**src/rtl/irq_pending.sv**
```systemverilog
// Interrupt front end: synchronizes eight request lines, latches rising edges as
// pending bits, and sequences request / acknowledge / end-of-interrupt for one source.
module irq_pending (
    input  logic       clk,
    input  logic       rst_n,
    input  logic [7:0] irq,
    input  logic       mask_we,
    input  logic [7:0] mask_din,
    input  logic       ack,
    input  logic [2:0] ack_id,
    input  logic       eoi,
    output logic [7:0] pend,
    output logic       int_out,
    output logic [7:0] isr,
    output logic       busy
);

    // Handshake: int_out stays high in REQ until a single-cycle ack arrives;
    // busy stays high in SERVICE until a single-cycle eoi arrives.
    typedef enum logic [1:0] {IDLE, REQ, SERVICE} state_t;

    state_t     state;
    state_t     state_next;
    logic [7:0] s1, s2, s3;
    logic [7:0] rise;
    logic [7:0] pending;
    logic [7:0] mask;
    logic [7:0] ack_onehot;
    logic [7:0] clr;
    logic       ack_hit;

    assign rise       = s2 & ~s3;
    assign pend       = pending & ~mask;
    assign ack_onehot = 8'(1) << ack_id;
    assign ack_hit    = (state == REQ) && ack && pend[ack_id];
    assign clr        = ack_hit ? ack_onehot : 8'h00;
    assign int_out    = (state == REQ);
    assign busy       = (state == SERVICE);

    always_ff @(posedge clk) begin
        if (!rst_n) begin
            s1      <= 8'h00;
            s2      <= 8'h00;
            s3      <= 8'h00;
            pending <= 8'h00;
            mask    <= 8'h00;
            isr     <= 8'h00;
            state   <= IDLE;
        end else begin
            s1      <= irq;
            s2      <= s1;
            s3      <= s2;
            // A fresh edge on the bit being acknowledged keeps it pending.
            pending <= (pending & ~clr) | rise;
            if (mask_we)
                mask <= mask_din;
            if (ack_hit)
                isr <= ack_onehot;
            else if ((state == SERVICE) && eoi)
                isr <= 8'h00;
            state <= state_next;
        end
    end

    always_comb begin
        state_next = state;
        case (state)
            IDLE: begin
                if (|pend)
                    state_next = REQ;
            end
            REQ: begin
                if (ack_hit)
                    state_next = SERVICE;
                else if (ack || (pend == 8'h00))
                    state_next = IDLE;
            end
            SERVICE: begin
                if (eoi)
                    state_next = IDLE;
            end
            default: state_next = IDLE;
        endcase
    end

endmodule

```
**config.mk**
```make
export PLATFORM = sky130hd
export DESIGN_NAME = irq_pending
export DESIGN_NICKNAME = d
export VERILOG_FILES = /design/src/rtl/irq_pending.sv
export SDC_FILE = /design/constraint.sdc
export NUM_CORES = 1
export LEC_CHECK = 0
export CELL_PAD_IN_SITES_DETAIL_PLACEMENT = 0
export CELL_PAD_IN_SITES_GLOBAL_PLACEMENT = 1
export CORE_ASPECT_RATIO = 0.7
export CORE_MARGIN = 3
export CORE_UTILIZATION = 34
export DETAILED_ROUTE_END_ITERATION = 8
export PLACE_DENSITY = 0.71
export SLEW_MARGIN = 20
export SYNTH_ARGS = -nofsm -noshare
export SYNTH_HDL_FRONTEND = slang
export SYNTH_SLANG_ARGS = --single-unit
```
**constraint.sdc**
```tcl
create_clock -name clk -period 1.8 [get_ports clk]
set_input_delay 0.45 -clock clk [delete_from_list [all_inputs] [get_ports clk]]
set_output_delay 0.45 -clock clk [all_outputs]
set_load 0.01 [all_outputs]
```
* Word level (Yosys, flattened, before mapping)
Index checks and enable logic that the tools add are counted.
** Word-level totals
- Flip-flop bits (word level) :: 50
- Input port bits :: 24
- Output and inout bits :: 18
** Cells by class
- Magnitude comparators :: 1
- Equal/unequal tests :: 5
- Shift-type cells :: 1
- Muxes and demuxes :: 10
- Bitwise gates (word level) :: 7
- Reductions and logical operators :: 9
** Operator list (count)
- 8-bit bitwise AND :: 3
- 8-bit two-way mux :: 3
- 8-bit inverter :: 3
- 8-bit zero test :: 1
- 2-bit two-way mux :: 4
- 8-bit OR :: 1
- 8-bit OR reduction :: 1
- 1-bit by 3-bit << shifter with 8-bit output, first input constant :: 1
- 2-bit case mux with 3 select lines :: 1
- 3-bit by 4-bit < comparator with 1-bit output, second input constant :: 1
- 2-bit inequality test, second input constant :: 2
- 1-bit binary-select mux with 3-bit select :: 1
- 1-bit logical AND :: 3
- 3-bit by 1-bit inequality test with 1-bit output, second input constant :: 1
- 3-bit AND reduction :: 1
- 2-bit by 1-bit == test with 1-bit output, second input constant :: 1
- 2-bit == test, second input constant :: 1
- 2-bit zero test :: 1
- 2-bit nonzero test :: 1
- 1-bit logical OR :: 1
- 1-bit two-way mux :: 1

* Depth between registers and ports, before layout
Gate-level depths: netlist of the first run.
- Depth after elaboration :: 9
- Gate-level depth with buffers :: 5
- Depth with buffers taken out :: 4

* Worst setup path before layout of the first run
Ideal clock, no wire load.
- Path type :: input -> register
- Start :: in ack_id[0]
- End :: reg isr[0]
- Library setup time :: 0.088 ns
- Arrival :: 1.795 ns
- Setup slack :: -0.084 ns
- Cell stages on the path :: 5
- Path through :: buf_6 inv_4 mux4_2 or3b_4 o32ai_2
** On the way
- Cells in the longest elaborated chain, start to end :: 4
- Elaborated cells on any way between the ends :: 6
- Classes of those cells :: 1 x shift; 3 x mux; 2 x reduce/logical
** Ends and longest elaborated chain
- from (decl) :: RTL line 10 : input logic [2:0] ack_id,
- 1-bit binary-select mux with 3-bit select :: RTL line 35 : assign ack_hit = (state == REQ) && ack && pend[ack_id];
- 1-bit two-way mux (not written as such) :: RTL line 35
- 1-bit logical AND :: RTL line 35
- 8-bit two-way mux or 2-bit nonzero test (tied branches)
- to (signal assigned) :: RTL line 58 : isr <= ack_onehot;
- to (decl) :: RTL line 14 : output logic [7:0] isr,
Parallel ways exist; a longest one is shown, timed or not. The select of a mux whose other input is x is not followed.
A chain may end at the register's enable or synchronous reset.

* Worst setup path after layout of the first run
- Start :: reg mask[3]
- End :: reg isr[0]
** On the way
- Cells in the longest elaborated chain, start to end :: 6
- Elaborated cells on any way between the ends :: 7
- Classes of those cells :: 3 x mux; 2 x bitwise; 2 x reduce/logical
** Ends and longest elaborated chain
- from (decl) :: RTL line 27 : logic [7:0] mask;
- from (signal assigned) :: RTL line 56 : mask <= mask_din;
- 8-bit inverter * :: RTL line 33 : assign pend = pending & ~mask;
- 8-bit bitwise AND * :: RTL line 33
- 1-bit binary-select mux with 3-bit select * :: RTL line 35
- 1-bit two-way mux (not written as such) * :: RTL line 35
- 1-bit logical AND * :: RTL line 35
- 8-bit two-way mux or 2-bit nonzero test (tied branches)
Every way passes the cells marked *; elsewhere a longest branch is shown, timed or not. The select of a mux whose other input is x is not followed.

==> out/qor.txt, run 1 <==
status: finished, final reports clean
Final Cycle Share: 97.52%
ys async rst share: 0%
die height: 68.18 um
synth unique cells: 31
Total Routing Usage GR: 14.39%
via count: 1464
Final Wtd Congestion: 0.8051
Via density: 4.753
row count: 21
Die Wd: 94.83 um
TritonCTS buffer count: 5
Detailed Place HPWL: 3.227 mm
area of placed instances: 0.002439 mm2
initial antenna violation count: 0
Synthesis Warnings: 0
Clock Path Buffers: 2
Hold Path Class: reg -> reg
Hold Vio Cnt, Final: 0
top-count cell post-synth: dfxtp_1
CP cell instances: nand2b_4 -> mux4_2 -> or3b_4 -> o32ai_4
1st-pass router iterations: 4
share of the synthesized area in the top cell type: 53.30%
DRC viols: 0
Final WS setup: 44.63 ps
layout cell share with drive strength beyond 1: 18.83%
drt total wl: 4.350 mm
Sw Share: 23.49%
WHS: 444.0 ps
Slew @ Worst Pin: 471.9 ps
PortBufs: 41
max incr delay on CP: 520 ps
synth top area cells: dfxtp_1 53%, and2_1 8.0%, mux2i_1 6.4%
P_int: 1.721 mW
DP Worst Slack: -591.4 ps
syn avg cell area: 10.38 um2
clock slew seen by the registers of the worst setup and hold paths: 100 ps
minimum clock period: 1755 ps
clk sink count: 50
DIE AREA: 0.006466 mm2
Post-synth EDFFs: 0
Most used DFF post-synth: dfxtp_1
number of global-route vias before repair: 1455
register area share after synthesis: 53.30%
max_slew headroom: 68.44%
Core Box Area: 0.005045 mm2
clock share of power: 36.3%
Post-Syn Area: 0.001878 mm2
Iteration-0 DRC Markers: 58
RSZ-0062 raised after global routing: true
Ant. Diodes: 0
Pwr Density: 847.0 mW/mm2
Routed wire per std cell: 14.12 um
Syn Nets: 205
Slew Limit Fails: 0
critical path peak fanout: 5
max-cap viol count: 0
Yosys top cell by area: dfxtp_1
CTS tree: yes
CP Capture Type: register
CTS Root Cell: clkbuf_8
setup violators final: 0
Clk Latency, worst-skew pair: 300 ps
Synth Register Bits: 50
largest net degree at the start of global routing: 48
crit path max-delay cell type: mux4_2
grt total ovfl: 0
first-pass GRT wire length: 7.017 mm
nets@finish: 262
Flop pwr share: 52.4%
CP Data Required Time: 2020 ps
Setup TNS: 0 ps
CTS Hold Bufs: 0
IO Count: 42
synth cell count leaders: 50 x dfxtp_1, 24 x and2_1, 15 x nand2_1
Setup CP Type: reg -> reg
top achievable clock speed: 0.5697 GHz
Critical Path AT: 1970 ps
Starting Density: 37.23%
Startpoint Class: register
CTS H-tree depth: 2
Design Area, Final: 0.002655 mm2
Final Skew: 8.730 ps
peak supply drop: 317.5 uV
Logic pwr share: 11.3%
Mapped Cells: 181
DRT antenna net count: 0
Leak: 1.107 nW
P&R area growth vs syn: 41.37%
Sw Pwr: 0.5283 mW
-- layout by cell type, fill, tap and decap left out, types with 3 or more instances in the layout --
cell,synthesis,routed
nand3b_1,5,5
nand2b_4,0,3
inv_1,8,8
o22ai_1,3,3
clkbuf_8,0,5
and2_1,24,24
o31ai_2,0,3
buf_4,0,17
mux2i_1,12,12
clkdlybuf4s50_1,0,29
nand2_1,15,15
dlygate4sd2_1,0,10
nor2b_1,11,10
dfxtp_1,50,48
nand2b_1,12,9
a21boi_0,4,4
-- repair_timing --
item / 4_1_cts / 5_1_grt
setup buffers: 1 / 3
hold endpoints to repair: 0 / 0
gates resized for setup: 14 / 14
pin swaps: 0 / 2
setup endpoints to repair: 27 / 14
-- through the flow --
step                cells  total power, mW  utilization (%)
detailed placement    296            1.445            48.34
CTS                   305            2.246            50.72
floorplan             181            1.315                -
finish                308            2.249            52.63
global route          308            2.343            52.63
global placement      296            1.441            48.34
-- layer usage --
layer | up-vias | track usage (%) | part of all wire [%]
li1 | 726 | - | -
met1 | 697 | 19.46 | 48
met2 | 37 | 22.39 | 44
met3 | 4 | 4.176 | 6.6
met4 | 0 | 4.317 | 0.87
met5 | - | 0 | 0
-- final cells by class --
class	instances	area (um2)
Sequential cell	50	1003
Timing Repair Buffer	59	543.0
Clock inverter	3	47.55
Tap cell	69	86.33
Clock buffer	5	68.82
Multi-Input combinational cell	113	869.6
Fill cell	475	2390
Inverter	9	36.28
-- final timing paths --
kind	from	endpoint	slack, ps	cells after the start
worst max-delay path	mask[3]	isr[0]	40	4
worst min-delay path	s1[6]	s2[6]	440	1
worst max register to register	mask[3]	isr[0]	40	4
worst min register to register	s1[6]	s2[6]	440	1
-- worst max-delay path, delay by kind of cell, from the launching register on --
| kind | cells | cell delay, ps |
|---|---|---|
| flops | 1 | 340 |
| compound gates | 1 | 210 |
| mux | 1 | 520 |
| simple gates | 2 | 590 |
-- logic make-up (layout without fill, tap and decap cells) --
| group | Yosys count | count (layout) | share of synthesized area, % |
|---|---|---|---|
| AO/OA/AOI/OAI | 20 | 20 | 8.928 |
| buffers and inverters | 18 | 76 | 4.131 |
| flip-flops | 50 | 50 | 53.30 |
| multiplexers | 14 | 14 | 8.794 |
| AND/OR/NAND/NOR | 79 | 79 | 24.85 |
-- power by group through the flow --
stage | registers, mW | logic (mW) | clock network, mW
final | 1.18 | 0.253 | 0.817
after detailed placement | 1.20 | 0.246 | 0
after global routing | 1.19 | 0.280 | 0.878
after CTS | 1.18 | 0.241 | 0.830
after floorplan | 1.19 | 0.125 | 0
after global placement | 1.20 | 0.243 | 0
-- flip-flops by register name (all words and copies together) (netlist names) --
register	flops
isr	8
mask	8
pending	8
s1	8
s2	8
s3	8
state	2
No activity file was read; power rests on OpenSTA's default activity.
==> run 2: changes to the inputs <==
Settings changed: CORE_UTILIZATION 34 to 35, PLACE_DENSITY 0.71 to 0.7.
Clock period 1.8 ns to 2.3 ns, I/O delays scaled along.
==> run 2 against run 1 <==
  * Setup slack improved by 45 ps
  * Clock power shrank 35%
  * Combinational power shrank 26%
  * Clock-buffer cell count grew 2
  * Sequential power is 22% lower
  * Clock skew rose by 2.0 ps
  * Critical path type is now in -> reg
==> out/qor.txt, run 2 (synthesis results as in run 1) <==
fin util: 50.52% (-2.1 points)
CP cell instances: clkdlybuf4s50_1 -> inv_4 -> mux4_2 -> buf_4 -> o22ai_4 -> mux2i_1
initial antenna violation count: 0 (unchanged)
row count: 21 (unchanged)
Setup CP Type: in -> reg
DRC viols: 0 (unchanged)
number of global-route vias before repair: 1410 (-3.1%)
top achievable clock speed: 0.4524 GHz
crit path max-delay cell type: clkdlybuf4s50_1
DRT antenna net count: 0 (unchanged)
Final Skew: 10.77 ps (+2.044 ps)
GR Layer Usage met3: 4.343% (+0.17 points)
max-cap viol count: 0 (unchanged)
minimum clock period: 2210 ps
Reg-to-Reg End: isr[4]
CTS Hold Bufs: 0 (unchanged)
Startpoint Class: input port
Leak: 0.9909 nW (-11%)
status: finished, final reports clean
grt total ovfl: 0 (unchanged)
HP Start: s1[6]
P&R area growth vs syn: 33.58%
Final WS setup: 89.63 ps (+45.01 ps)
Final Cycle Share: 96.10%
Pwr Density: 650.9 mW/mm2 (-23%)
Cells after DPL: 290 (-2.0%)
Iteration-0 DRC Markers: 95 (+64%)
Routed wire per std cell: 13.94 um (-1.3%)
max_slew headroom: 65.14% (-3.3 points)
largest net degree at the start of global routing: 48 (unchanged)
first-pass GRT wire length: 6.782 mm (-3.3%)
most frequent cells in the layout: 50 x dfxtp_1, 41 x clkdlybuf4s50_1, 24 x and2_1
CP Capture Type: register
Hold Path Sink: s2[6]
R2R setup slack: 540 ps (+500 ps)
delay-heaviest family, CP: buffers and inverters
CP bufs+invs: 3 (+3)
Hold Path Class: reg -> reg
DIE AREA: 0.006295 mm2 (-2.6%)
critical path peak fanout: 5 (unchanged)
peak supply drop: 366.1 uV (+15%)
Total Routing Usage GR: 14.06% (-0.33 points)
clk sink count: 50 (unchanged)
global routing usage on met1: 19.88% (+0.42 points)
commonest non-fill, non-tap cell in the layout: dfxtp_1
Detailed Place HPWL: 3.181 mm (-1.4%)
DP Worst Slack: -306.7 ps (+284.7 ps)
RSZ-0062 raised after global routing: false
CTS tree: yes
busiest metal layer after global routing: met2
r2r worst-path depth: 5 (+1)
1st-pass router iterations: 4 (unchanged)
Starting Density: 37.82% (+0.59 points)
layout cell share with drive strength beyond 1: 9.565% (-9.3 points)
Via density: 4.682 (-1.5%)
Finished Layout Cells: 299 (-2.9%)
Final Wtd Congestion: 0.8599 (+6.8%)
via count: 1400 (-4.4%)
CP Data Required Time: 2510 ps (+490 ps)
Clock Path Buffers: 2 (unchanged)
CTS Root Cell: clkbuf_8
Clk Latency, worst-skew pair: 300 ps (about the same)
setup violators final: 0 (unchanged)
Hold Vio Cnt, Final: 0 (unchanged)
die height: 67.29 um (-1.3%)
Slew Limit Fails: 0 (unchanged)
PortBufs: 41 (unchanged)
TritonCTS buffer count: 5 (unchanged)
clock slew seen by the registers of the worst setup and hold paths: 90 ps (about the same)
hold depth: 1 (unchanged)
CTS H-tree depth: 2 (unchanged)
drt total wl: 4.169 mm (-4.2%)
Slew @ Worst Pin: 521.7 ps (+49.83 ps)
Core Box Area: 0.004966 mm2 (-1.6%)
max incr delay on CP: 540 ps (+20 ps)
GR Util met2: 20.04% (-2.4 points)
Setup TNS: 0 ps (unchanged)
Critical Path AT: 2420 ps (+450 ps)
Ant. Diodes: 0 (unchanged)
Reg-to-Reg Start: mask[2]
nets@finish: 253 (-3.4%)
IO Count: 42 (unchanged)
Die Wd: 93.55 um (-1.3%)
## run 2: cell types whose count changed in the layout (fill, tap and decap cells not counted), moves of 2 or more
cell / change
buf_4: -9
clkdlybuf4s50_1: +12
dfxtp_1: +2
dfxtp_2: -2
dlygate4sd2_1: -10
nand2b_1: +3
nand2b_4: -3
o31ai_1: +3
o31ai_2: -3
## run 2: cell type report
type / count / area, um2
inverter: 9 / 36.28
clock buffer: 7 / 86.33
clock inverter: 1 / 8.758
sequential: 50 / 1001
fill: 455 / 2457
multi-input combinational: 113 / 799.5
tap: 69 / 86.33
timing repair buffer: 50 / 490.5
## run 2: how the worst max path moves through the flow
stage | startpoint | slack (ps) | depth (start not counted) | end
after floorplan | ack_id[0] | 290 | 5 | isr[0]
after global placement | ack_id[0] | -270 | 6 | pending[3]
after detailed placement | ack_id[0] | -310 | 6 | pending[3]
after CTS | ack_id[0] | 8 | 6 | pending[3]
after global routing | ack_id[0] | 20 | 6 | isr[4]
final | ack_id[0] | 90 | 6 | isr[4]
## run 2: routing by layer
layer | up-vias | routed length, um
met5 | - | 0
met4 | 0 | 54
met3 | 6 | 292
met2 | 39 | 1676
met1 | 649 | 2146
li1 | 706 | -
## run 2: metrics by stage
| step | hold WS, ps | cell area (um2) | total power [mW] |
|---|---|---|---|
| floorplan | 411.9 | 1878 | 1.027 |
| global placement | 415.1 | 2394 | 1.120 |
| detailed placement | 421.1 | 2394 | 1.123 |
| CTS | 442.5 | 2489 | 1.651 |
| global route | 461.6 | 2509 | 1.706 |
| finish | 441.3 | 2509 | 1.633 |
## run 2: report_power, final
part	internal [mW]	leakage, nW	switching (mW)	total, mW
Combinational	0.106	0.532	0.0802	0.186
Clock	0.249	0.0489	0.280	0.529
Sequential	0.901	0.410	0.0173	0.918
## run 2: what timing repair did
item                       4_1_cts  5_1_grt
setup buffers                    0        1
gates resized for setup          0        2
setup endpoints to repair        0        6
==> run 3: changes to the inputs <==
Settings changed: TNS_END_PERCENT from default to 1.
==> run 3 against run 2 <==
  * Register-to-register slack got worse by 50 ps
  * Worst hold slack got worse by 0.90 ps
  * Non-clock buffer count decreased by 1
  * Combinational power about the same
  * First-iteration DRC count decreased by 2.1%
  * Critical endpoint is now busy
  * Highest routed layer unchanged
==> out/qor.txt, run 3 (synthesis results as in run 1) <==
layout cell share with drive strength beyond 1: 9.170% (-0.39 points)
status: finished, final reports clean
CTS Root Cell: clkbuf_8
IO Count: 42 (unchanged)
Hold Vio Cnt, Final: 0 (unchanged)
fin util: 50.16% (-0.35 points)
Design Area, Final: 0.002491 mm2 (-0.70%)
drt total wl: 4.167 mm (about the same)
Core Box Area: 0.004966 mm2 (unchanged)
Setup Fix Bufs, Post-CTS: 0 (unchanged)
peak supply drop: 366.6 uV (+0.15%)
post-cts repair resize count: 0 (unchanged)
P_int: 1.254 mW (-0.10%)
DRC viols: 0 (unchanged)
initial antenna violation count: 0 (unchanged)
PortBufs: 41 (unchanged)
Detailed Place HPWL: 3.181 mm (unchanged)
hold depth: 1 (unchanged)
grt total ovfl: 0 (unchanged)
Slew Limit Fails: 0 (unchanged)
CTS H-tree depth: 2 (unchanged)
Total Routing Usage GR: 14.06% (unchanged)
commonest non-fill, non-tap cell in the layout: dfxtp_1
die height: 67.29 um (unchanged)
Reg-to-Reg End: isr[4]
DIE AREA: 0.006295 mm2 (unchanged)
Hold Path Sink: s2[7]
R2R setup slack: 490 ps (-50 ps)
RSZ-0062 raised after global routing: false
via count: 1385 (-1.1%)
top achievable clock speed: 0.4682 GHz (+3.5%)
GR Util met2: 20.04% (unchanged)
WHS: 440.4 ps (-0.9030 ps)
Final Wtd Congestion: 0.8599 (unchanged)
max-cap viol count: 0 (unchanged)
Final Skew: 11.43 ps (+0.6525 ps)
P&R area growth vs syn: 32.64%
minimum clock period: 2136 ps (-74.38 ps)
CP Capture Type: output port
CP Data Required Time: 1730 ps (-780 ps)
Iteration-0 DRC Markers: 93 (-2.1%)
Routed wire per std cell: 13.98 um (+0.29%)
HP Start: s1[7]
Leak: 0.9919 nW (about the same)
TritonCTS buffer count: 5 (unchanged)
critical path peak fanout: 4 (-1)
crit path launch: state[1]
number of global-route vias before repair: 1410 (unchanged)
Reg area: 0.001001 mm2 (unchanged)
FILL cells: 456 (+0.22%)
global routing usage on met1: 19.88% (unchanged)
Ant. Diodes: 0 (unchanged)
Die Wd: 93.55 um (unchanged)
1st-pass router iterations: 4 (unchanged)
Final Cycle Share: 92.87% (-3.2 points)
setup violators final: 0 (unchanged)
Clk Latency, worst-skew pair: 300 ps (about the same)
largest net degree at the start of global routing: 48 (unchanged)
clock slew seen by the registers of the worst setup and hold paths: 90 ps (about the same)
most frequent cells in the layout: 50 x dfxtp_1, 40 x clkdlybuf4s50_1, 24 x and2_1
r2r worst-path depth: 5 (unchanged)
Hold Path Class: reg -> reg
Final WS setup: 164.0 ps (+74.38 ps)
Multi-input gate area: 799.5 um2 (unchanged)
CTS Hold Bufs: 0 (unchanged)
Flop pwr share: 56.3% (about the same)
Logic pwr share: 11.3% (about the same)
Cells after DPL: 290 (unchanged)
max_slew headroom: 65.05% (-0.089 points)
CTS tree: yes
Setup CP Type: reg -> out
Sw Share: 23.12% (about the same)
clk sink count: 50 (unchanged)
Reg-to-Reg Start: mask[2]
row count: 21 (unchanged)
Sw Pwr: 0.3771 mW (about the same)
clock share of power: 32.4% (about the same)
Finished Layout Cells: 298 (-0.33%)
area of placed instances: 0.002394 mm2 (unchanged)
busiest metal layer after global routing: met2
first-pass GRT wire length: 6.782 mm (unchanged)
Via density: 4.648 (-0.74%)
Setup TNS: 0 ps (unchanged)
total power: 1.631 mW (about the same)
DRT antenna net count: 0 (unchanged)
Slew @ Worst Pin: 523.1 ps (+1.336 ps)
Critical Path AT: 1560 ps (-860 ps)
Clock Path Buffers: 2 (unchanged)
Starting Density: 37.82% (unchanged)
DP Worst Slack: -306.7 ps (unchanged)
nets@finish: 252 (-0.40%)
Pwr Density: 654.9 mW/mm2 (+0.61%)
GR Layer Usage met3: 4.343% (unchanged)
Startpoint Class: register
-- run 3: layout make-up --
cell class | instances | area share, %
inverter | 9 | 1.457
clock inverter | 1 | 0.3516
sequential | 50 | 40.18
timing repair buffer | 49 | 18.99
clock buffer | 7 | 3.466
multi-input combinational | 113 | 32.09
tap | 69 | 3.466
-- run 3: layer usage --
metal / part of all wire, % / vias to the layer above
met3: 6.3 / 6
li1: - / 703
met4: 1.3 / 0
met5: 0 / -
met2: 40 / 33
met1: 52 / 643
-- run 3: critical path: stages, from the launching register on --
cell and delay [ps]:
dfxtp_1 400, nor2b_1 280, clkdlybuf4s50_1 590
-- run 3: power by group through the flow --
stage | Clock (mW) | Sequential, mW | Combinational [mW]
CTS | 0.547 | 0.918 | 0.186
detailed placement | 0 | 0.938 | 0.184
floorplan | 0 | 0.931 | 0.0960
global route | 0.579 | 0.922 | 0.203
finish | 0.529 | 0.918 | 0.184
global placement | 0 | 0.938 | 0.183
-- run 3: worst max path at each step --
| stage | to | slack [ps] | cells past startpoint |
|---|---|---|---|
| after floorplan | isr[0] | 290 | 5 |
| after global placement | pending[3] | -270 | 6 |
| after detailed placement | pending[3] | -310 | 6 |
| after CTS | pending[3] | 8 | 6 |
| after global routing | busy | 20 | 2 |
| final | busy | 160 | 2 |
